### src/rtl/spi_target_pkg.sv
// Shared types and constants for the SPI target register bank.
package spi_target_pkg;

    localparam int CMD_RNW_BIT = 7;
    localparam int BYTE_W      = 8;

    typedef enum logic [1:0] {
        IDLE  = 2'd0,
        CMD   = 2'd1,
        WRITE = 2'd2,
        READ  = 2'd3
    } spi_tgt_state_t;

endpackage

### src/rtl/sync_edge_det.sv
// Multi-flop synchronizer with rise/fall pulses taken from the last stage
// against one extra delay flop.
module sync_edge_det #(
    parameter int   SYNC_STAGES = 2,
    parameter logic RESET_LEVEL = 1'b0
) (
    input  logic clk_i,
    input  logic nrst_i,
    input  logic async_i,
    output logic sync_o,
    output logic rise_o,
    output logic fall_o
);

    logic [SYNC_STAGES-1:0] sync_r;
    logic                   dly_r;

    // Synchronizer chain plus edge-detect delay flop.
    always_ff @(posedge clk_i or negedge nrst_i) begin
        if (!nrst_i) begin
            sync_r <= {SYNC_STAGES{RESET_LEVEL}};
            dly_r  <= RESET_LEVEL;
        end else begin
            sync_r <= {sync_r[SYNC_STAGES-2:0], async_i};
            dly_r  <= sync_r[SYNC_STAGES-1];
        end
    end

    assign sync_o = sync_r[SYNC_STAGES-1];
    assign rise_o = sync_o & ~dly_r;
    assign fall_o = ~sync_o & dly_r;

endmodule

### src/rtl/spi_target_regs.sv
// SPI mode-0 responder fronting a byte-wide register file; clk_i oversamples
// all SPI pins and must run at least 4x SCLK.
module spi_target_regs
    import spi_target_pkg::*;
#(
    parameter int          REG_ADDR_WIDTH = 4,
    parameter logic [7:0]  RESET_VALUE    = 8'h00,
    parameter int          SYNC_STAGES    = 2
) (
    input  logic                      clk_i,
    input  logic                      nrst_i,
    input  logic                      spi_sclk_i,
    input  logic                      spi_ncs_i,
    input  logic                      spi_mosi_i,
    output logic                      spi_miso_o,
    output logic                      spi_miso_t,
    output logic                      busy_o,
    output logic                      wr_strobe_o,
    output logic [REG_ADDR_WIDTH-1:0] wr_addr_o,
    output logic [7:0]                wr_data_o,
    input  logic [REG_ADDR_WIDTH-1:0] local_addr_i,
    output logic [7:0]                local_data_o
);

    localparam int NUM_REGS = 2 ** REG_ADDR_WIDTH;
    localparam logic [REG_ADDR_WIDTH-1:0] ADDR_ONE = {{(REG_ADDR_WIDTH-1){1'b0}}, 1'b1};

    logic                      sclk_s, sclk_rise_s, sclk_fall_s;
    logic                      ncs_s, ncs_rise_s, ncs_fall_s;
    logic [SYNC_STAGES-1:0]    mosi_sync_r;
    logic                      mosi_s;

    spi_tgt_state_t            state_r, state_nxt;
    logic [2:0]                bit_cnt_r, bit_cnt_nxt;
    logic [BYTE_W-1:0]         rx_sh_r, rx_nxt, tx_sh_r, tx_nxt;
    logic [REG_ADDR_WIDTH-1:0] addr_r, addr_nxt;
    logic                      miso_r, miso_nxt, miso_t_r, miso_t_nxt;
    logic                      wr_stb_r, wr_stb_nxt;
    logic [REG_ADDR_WIDTH-1:0] wr_addr_r, wr_addr_nxt;
    logic [BYTE_W-1:0]         wr_data_r, wr_data_nxt;
    logic                      reg_we_s;
    logic [BYTE_W-1:0]         regs_r [NUM_REGS];
    logic [BYTE_W-1:0]         local_data_r;
    logic                      busy_r;

    logic [BYTE_W-1:0]         rx_full_s;
    logic [REG_ADDR_WIDTH-1:0] cmd_addr_s;
    logic                      byte_done_s;

    sync_edge_det #(.SYNC_STAGES(SYNC_STAGES), .RESET_LEVEL(1'b0)) u_sclk_sync (
        .clk_i (clk_i), .nrst_i (nrst_i), .async_i (spi_sclk_i),
        .sync_o (sclk_s), .rise_o (sclk_rise_s), .fall_o (sclk_fall_s)
    );

    // ncs idles high, so its chain resets high to avoid a phantom select.
    sync_edge_det #(.SYNC_STAGES(SYNC_STAGES), .RESET_LEVEL(1'b1)) u_ncs_sync (
        .clk_i (clk_i), .nrst_i (nrst_i), .async_i (spi_ncs_i),
        .sync_o (ncs_s), .rise_o (ncs_rise_s), .fall_o (ncs_fall_s)
    );

    // MOSI synchronizer, same depth as sclk so samples stay aligned.
    always_ff @(posedge clk_i or negedge nrst_i) begin
        if (!nrst_i) begin
            mosi_sync_r <= {SYNC_STAGES{1'b0}};
        end else begin
            mosi_sync_r <= {mosi_sync_r[SYNC_STAGES-2:0], spi_mosi_i};
        end
    end

    assign mosi_s      = mosi_sync_r[SYNC_STAGES-1];
    assign rx_full_s   = {rx_sh_r[BYTE_W-2:0], mosi_s};
    assign cmd_addr_s  = rx_full_s[REG_ADDR_WIDTH-1:0];
    assign byte_done_s = (bit_cnt_r == 3'd7);

    // Frame FSM: next state and next values of all frame registers.
    always_comb begin
        state_nxt   = state_r;
        bit_cnt_nxt = bit_cnt_r;
        rx_nxt      = rx_sh_r;
        tx_nxt      = tx_sh_r;
        addr_nxt    = addr_r;
        miso_nxt    = miso_r;
        miso_t_nxt  = miso_t_r;
        wr_stb_nxt  = 1'b0;
        wr_addr_nxt = wr_addr_r;
        wr_data_nxt = wr_data_r;
        reg_we_s    = 1'b0;
        if (ncs_rise_s) begin
            state_nxt   = IDLE;
            bit_cnt_nxt = 3'd0;
            rx_nxt      = 8'h00;
            miso_nxt    = 1'b0;
            miso_t_nxt  = 1'b1;
        end else begin
            case (state_r)
                IDLE: begin
                    if (ncs_fall_s) begin
                        state_nxt   = CMD;
                        bit_cnt_nxt = 3'd0;
                        rx_nxt      = 8'h00;
                        miso_nxt    = 1'b0;
                        miso_t_nxt  = 1'b0;
                    end else begin
                        state_nxt = IDLE;
                    end
                end
                CMD: begin
                    if (sclk_rise_s) begin
                        rx_nxt      = rx_full_s;
                        bit_cnt_nxt = bit_cnt_r + 3'd1;
                        if (byte_done_s && rx_full_s[CMD_RNW_BIT]) begin
                            state_nxt = READ;
                            tx_nxt    = regs_r[cmd_addr_s];
                            addr_nxt  = cmd_addr_s + ADDR_ONE;
                        end else if (byte_done_s) begin
                            state_nxt = WRITE;
                            addr_nxt  = cmd_addr_s;
                        end else begin
                            state_nxt = CMD;
                        end
                    end else begin
                        state_nxt = CMD;
                    end
                end
                WRITE: begin
                    if (sclk_rise_s) begin
                        rx_nxt      = rx_full_s;
                        bit_cnt_nxt = bit_cnt_r + 3'd1;
                        if (byte_done_s) begin
                            reg_we_s    = 1'b1;
                            wr_stb_nxt  = 1'b1;
                            wr_addr_nxt = addr_r;
                            wr_data_nxt = rx_full_s;
                            addr_nxt    = addr_r + ADDR_ONE;
                        end else begin
                            reg_we_s = 1'b0;
                        end
                    end else begin
                        state_nxt = WRITE;
                    end
                end
                READ: begin
                    if (sclk_fall_s) begin
                        miso_nxt = tx_sh_r[BYTE_W-1];
                        tx_nxt   = {tx_sh_r[BYTE_W-2:0], 1'b0};
                    end else if (sclk_rise_s) begin
                        rx_nxt      = rx_full_s;
                        bit_cnt_nxt = bit_cnt_r + 3'd1;
                        if (byte_done_s) begin
                            tx_nxt   = regs_r[addr_r];
                            addr_nxt = addr_r + ADDR_ONE;
                        end else begin
                            tx_nxt = tx_sh_r;
                        end
                    end else begin
                        state_nxt = READ;
                    end
                end
                default: begin
                    state_nxt  = IDLE;
                    miso_t_nxt = 1'b1;
                end
            endcase
        end
    end

    // Frame state and output registers.
    always_ff @(posedge clk_i or negedge nrst_i) begin
        if (!nrst_i) begin
            state_r   <= IDLE;
            bit_cnt_r <= 3'd0;
            rx_sh_r   <= 8'h00;
            tx_sh_r   <= 8'h00;
            addr_r    <= {REG_ADDR_WIDTH{1'b0}};
            miso_r    <= 1'b0;
            miso_t_r  <= 1'b1;
            wr_stb_r  <= 1'b0;
            wr_addr_r <= {REG_ADDR_WIDTH{1'b0}};
            wr_data_r <= 8'h00;
            busy_r    <= 1'b0;
        end else begin
            state_r   <= state_nxt;
            bit_cnt_r <= bit_cnt_nxt;
            rx_sh_r   <= rx_nxt;
            tx_sh_r   <= tx_nxt;
            addr_r    <= addr_nxt;
            miso_r    <= miso_nxt;
            miso_t_r  <= miso_t_nxt;
            wr_stb_r  <= wr_stb_nxt;
            wr_addr_r <= wr_addr_nxt;
            wr_data_r <= wr_data_nxt;
            busy_r    <= ~ncs_s;
        end
    end

    // Register file and registered local read port.
    always_ff @(posedge clk_i or negedge nrst_i) begin
        if (!nrst_i) begin
            for (int i = 0; i < NUM_REGS; i++) begin
                regs_r[i] <= RESET_VALUE;
            end
            local_data_r <= RESET_VALUE;
        end else begin
            if (reg_we_s) begin
                regs_r[addr_r] <= rx_full_s;
            end
            local_data_r <= regs_r[local_addr_i];
        end
    end

    assign spi_miso_o   = miso_r;
    assign spi_miso_t   = miso_t_r;
    assign busy_o       = busy_r;
    assign wr_strobe_o  = wr_stb_r;
    assign wr_addr_o    = wr_addr_r;
    assign wr_data_o    = wr_data_r;
    assign local_data_o = local_data_r;

endmodule

### config.mk
export PLATFORM = sky130hd
export DESIGN_NAME = spi_target_regs
export DESIGN_NICKNAME = d
export VERILOG_FILES = /design/src/rtl/spi_target_pkg.sv /design/src/rtl/sync_edge_det.sv /design/src/rtl/spi_target_regs.sv
export SDC_FILE = /design/constraint.sdc
export NUM_CORES = 1
export LEC_CHECK = 0
export CAP_MARGIN = 20
export CELL_PAD_IN_SITES_DETAIL_PLACEMENT = 0
export CELL_PAD_IN_SITES_GLOBAL_PLACEMENT = 1
export CORE_MARGIN = 3
export CORE_UTILIZATION = 25
export DETAILED_ROUTE_END_ITERATION = 8
export PLACE_DENSITY_LB_ADDON = 0.2
export REMOVE_ABC_BUFFERS = 1
export SYNTH_ARGS = -nofsm -noshare
export SYNTH_HDL_FRONTEND = slang
export SYNTH_HIERARCHICAL = 1
export SYNTH_SLANG_ARGS = --single-unit
export TNS_END_PERCENT = 10
### constraint.sdc
create_clock -name clk_i -period 2.55 [get_ports clk_i]
set_input_delay 0.51 -clock clk_i [delete_from_list [all_inputs] [get_ports clk_i]]
set_output_delay 0.51 -clock clk_i [all_outputs]
set_load 0.01 [all_outputs]
==> results.md <==
- R2r startpoint: bit_cnt_r[0]
- Average detailed-routed wire length per instance: 23.68 um
- Buffer levels on the longest clock path: 2
- Syn. warnings: 6
- Starting density of the core: 25.43%
- Number of setup buffers added after CTS: 0
- Complex-gate fraction of the synthesized area: 6.814%
- Ports placed on the boundary: 33
- Final standard cell count with taps included and fillers excluded: 1349
- Count of final max-slew check failures: 0
- Synth unique cells: 48
- Status: complete, no violations
- Largest stage delay on the critical path: 0.76 ns
- Number of cell instances on the worst register-to-register path: 7
- Post-synthesis share of cell area spent on full adders, half adders and majority gates: 0.8610%
- Wire length of the first global-routing pass: 48900 um
- XOR/XNOR share of the synthesized area: 0.2583%
- Number of global-route vias before repair: 7159
- Diode count: 0
- CTS hold repair buffers: 0
- Clock root cell: clkbuf_16
- Area taken by multi-input logic gates: 5284 sq um
- Aggregate routed wire length: 31950 um
- Post-synthesis simple-gate area fraction: 6.039%
- CTS H-tree lvls: 4
- Register-to-register path setup slack: 0.14 ns
- RSZ-0062 raised after global routing: no
- CP Launch Type: flop
- Tightest hold margin: 0.06350 ns
- # rows: 73
- Clock transition time at the flip-flop clock pins of the worst setup and hold paths: 0.07 ns
- Multiplexer share of the synthesized area: 37.91%
- Post-Synthesis Cells: 752
- DR pass1 iterations: 5
- Most repeated library cell on the critical path: ha_1
- Max capacitance violation total: 0
- Via-per-instance ratio: 4.966
- Worst endpoint data arrival time: 2.71 ns
- TritonCTS sink count: 184
- Static Leak: 0.005249 uW
- Later-pin clock latency in the skew report: 0.44 ns
- Layout overhead on the synthesized area: 19.83%
- Fillers: 4068
- Cell with the largest stage delay on the worst path: or4b_2
- Fraction of final layout cells sized beyond drive strength 1: 41.99%
- Highest-count cells in the layout ignoring fill and taps: dfrtp_1 (177), mux2_2 (142), mux4_2 (70)
- Finished layout cell area: 12190 sq um
- DR vias: 6699
- Required time at the endpoint of the critical path: 2.85 ns
- Cells traversed along the worst timing path: ha_1 -> ha_1 -> buf_4 -> a22oi_1 -> or4b_2 -> a221oi_1 -> a32oi_1
- Worst-Margin Slew: 0.9480 ns
- Storage cell area: 4616 sq um
- Period utilisation layout: 94.51%
- Dominant combinational cell family by area after synthesis: multiplexers
- Overall die height: 207.7 um
- Nets: 827
- Endpoint of the worst setup timing path: tx_sh_r[7]
- TritonCTS clock tree: built
- Cells after DPL: 1317
- Final-report setup violation count: 0
- DPL Wire Length: 22070 um
- Die Footprint: 43150 sq um
- Path type of the worst min-delay path: in2async
- Num CTS Buffers: 17
- Headroom to the max-slew limit: 36.67%
- Commonest non-fill, non-tap cell in the layout: dfrtp_1
- Antenna violations before repair: 0
- Post-synthesis register bit count: 184
- Worst voltage drop across the vdd grid: 494.5 uV
- Number of resized instances in the post-cts repair step: 0
- Fraction of synthesis flops using an asynchronous set or reset pin: 100.0%
- Maximum clock frequency: 0.4150 GHz
- Die Span X: 207.7 um
- Clk_skew: 0.01046 ns
- Min Tclk post-route: 2.410 ns
- Residual DRC count: 0
- Maximum fanout along the worst path: 6
- Worst Setup Path Type: reg2reg
- Number of DRC markers after the initial detailed-route iteration: 434
- Kind of end point of the critical path: flop
- Final ANT Viol Nets: 0
- Total congestion overflow after global routing: 0
- Core box area: 40010 sq um
- Cell Area, Placed: 11640 sq um
- Power density relative to cell area: 497.1 nW/um^2
- Setup TNS: 0 ns
- Setup crit start: bit_cnt_r[0]
- Port Buffer Count: 32
- Final Wtd Congestion: 0.7821
- Combined area of all synthesized cells: 10170 sq um
- Maximum number of pins on one net before global-route repair: 62
- End of the worst register-to-register path: tx_sh_r[7]
- Hold Violations, Final: 0
- Seq/Total Area, Yosys: 45.31%
- Avg Cell Area, Syn: 13.53 sq um
- Final cell utilization of the core: 30.47%
- Number of enable-type register cells in the synthesized netlist: 0
- Combined global-route utilization of all metal layers: 15.12%
- Dominant synthesized flop cell: dfrtp_1
==> cells by family (layout without fill, tap and decap cells) <==
family	count (synthesis)	count (layout)
muxes	280	280
DFF	184	184
and+or+nand+nor	107	107
AOI/OAI and AO/OA	100	100
buffers and inverters	71	143
adders and majority gates	7	7
xor gates and xnor gates	3	3
==> power breakdown <==
part           internal (uW)  switching [uW]  total, uW
registers               2940            31.7       2970
clock network           1380            1200       2580
logic                    191             313        504
==> worst min-delay path by stage <==
stage / start / end / slack [ns] / cells after the start
final: nrst_i / regs_r[85] / 0.06 / 1
after global routing: nrst_i / regs_r[85] / 0.09 / 1
after CTS: nrst_i / regs_r[108] / 0.07 / 1
after detailed placement: mosi_sync_r[0] / mosi_sync_r[1] / 0.34 / 0
after global placement: mosi_sync_r[0] / mosi_sync_r[1] / 0.33 / 0
after floorplan: nrst_i / addr_r[0] / 0.21 / 0
==> synthesized netlist by cell type, types with 6 or more instances <==
library cell	n	share of area [%]
dfrtp_1	180	44
buf_2	15	0.74
a21oi_1	33	1.6
nand4_1	7	0.43
inv_1	7	0.26
nor2b_1	6	0.37
ha_1	7	0.86
mux4_2	70	15
a22oi_1	30	2.2
mux2i_1	68	6.7
mux2_2	142	16
a22o_1	10	0.86
nand3_1	20	0.98
buf_1	10	0.37
nor2_1	8	0.30
nor2_2	12	0.74
clkbuf_1	39	1.4
nand2_1	34	1.3
o22a_1	6	0.52
==> state kept, by name (all words and copies together), names as in the netlist, 3 cells and up <==
| register | cells |
|---|---|
| tx_sh_r | 8 |
| local_data_o | 8 |
| bit_cnt_r | 3 |
| rx_sh_r | 7 |
| regs_r | 128 |
| wr_addr_o | 4 |
| wr_data_o | 8 |
| addr_r | 4 |
==> cell type report <==
| class | count | area share (%) |
|---|---|---|
| Clock inverter | 10 | 0.8007 |
| Inverter | 7 | 0.2156 |
| Timing Repair Buffer | 104 | 8.653 |
| Sequential cell | 184 | 37.87 |
| Multi-Input combinational cell | 497 | 43.35 |
| Tap cell | 525 | 5.389 |
| Clock buffer | 22 | 3.726 |
==> worst max-delay path: cells and delay by family (launching register included) <==
kind,cells,cell delay (ns)
fa+ha+maj,2,0.32
buf+inv,1,0.16
flops,1,0.36
compound gates,3,0.67
simple gates,1,0.76
==> through the flow <==
step | total power, uW | worst slack, ns
floorplan | 3236 | -0.8987
global placement | 3543 | 0.1866
detailed placement | 3544 | 0.1601
CTS | 6158 | 0.1804
global route | 6318 | 0.002883
finish | 6060 | 0.1401
==> layer usage <==
| layer | track usage (%) | share of wire (%) | vias to the layer above | routed length (um) |
|---|---|---|---|---|
| li1 | - | - | 3004 | - |
| met1 | 22.44 | 50 | 3573 | 16070 |
| met2 | 23.42 | 46 | 104 | 14650 |
| met3 | 2.327 | 3.0 | 18 | 946 |
| met4 | 3.278 | 0.86 | 0 | 276 |
| met5 | 0 | 0 | - | 0 |
Note: power is estimated with default switching activity, not from simulation.
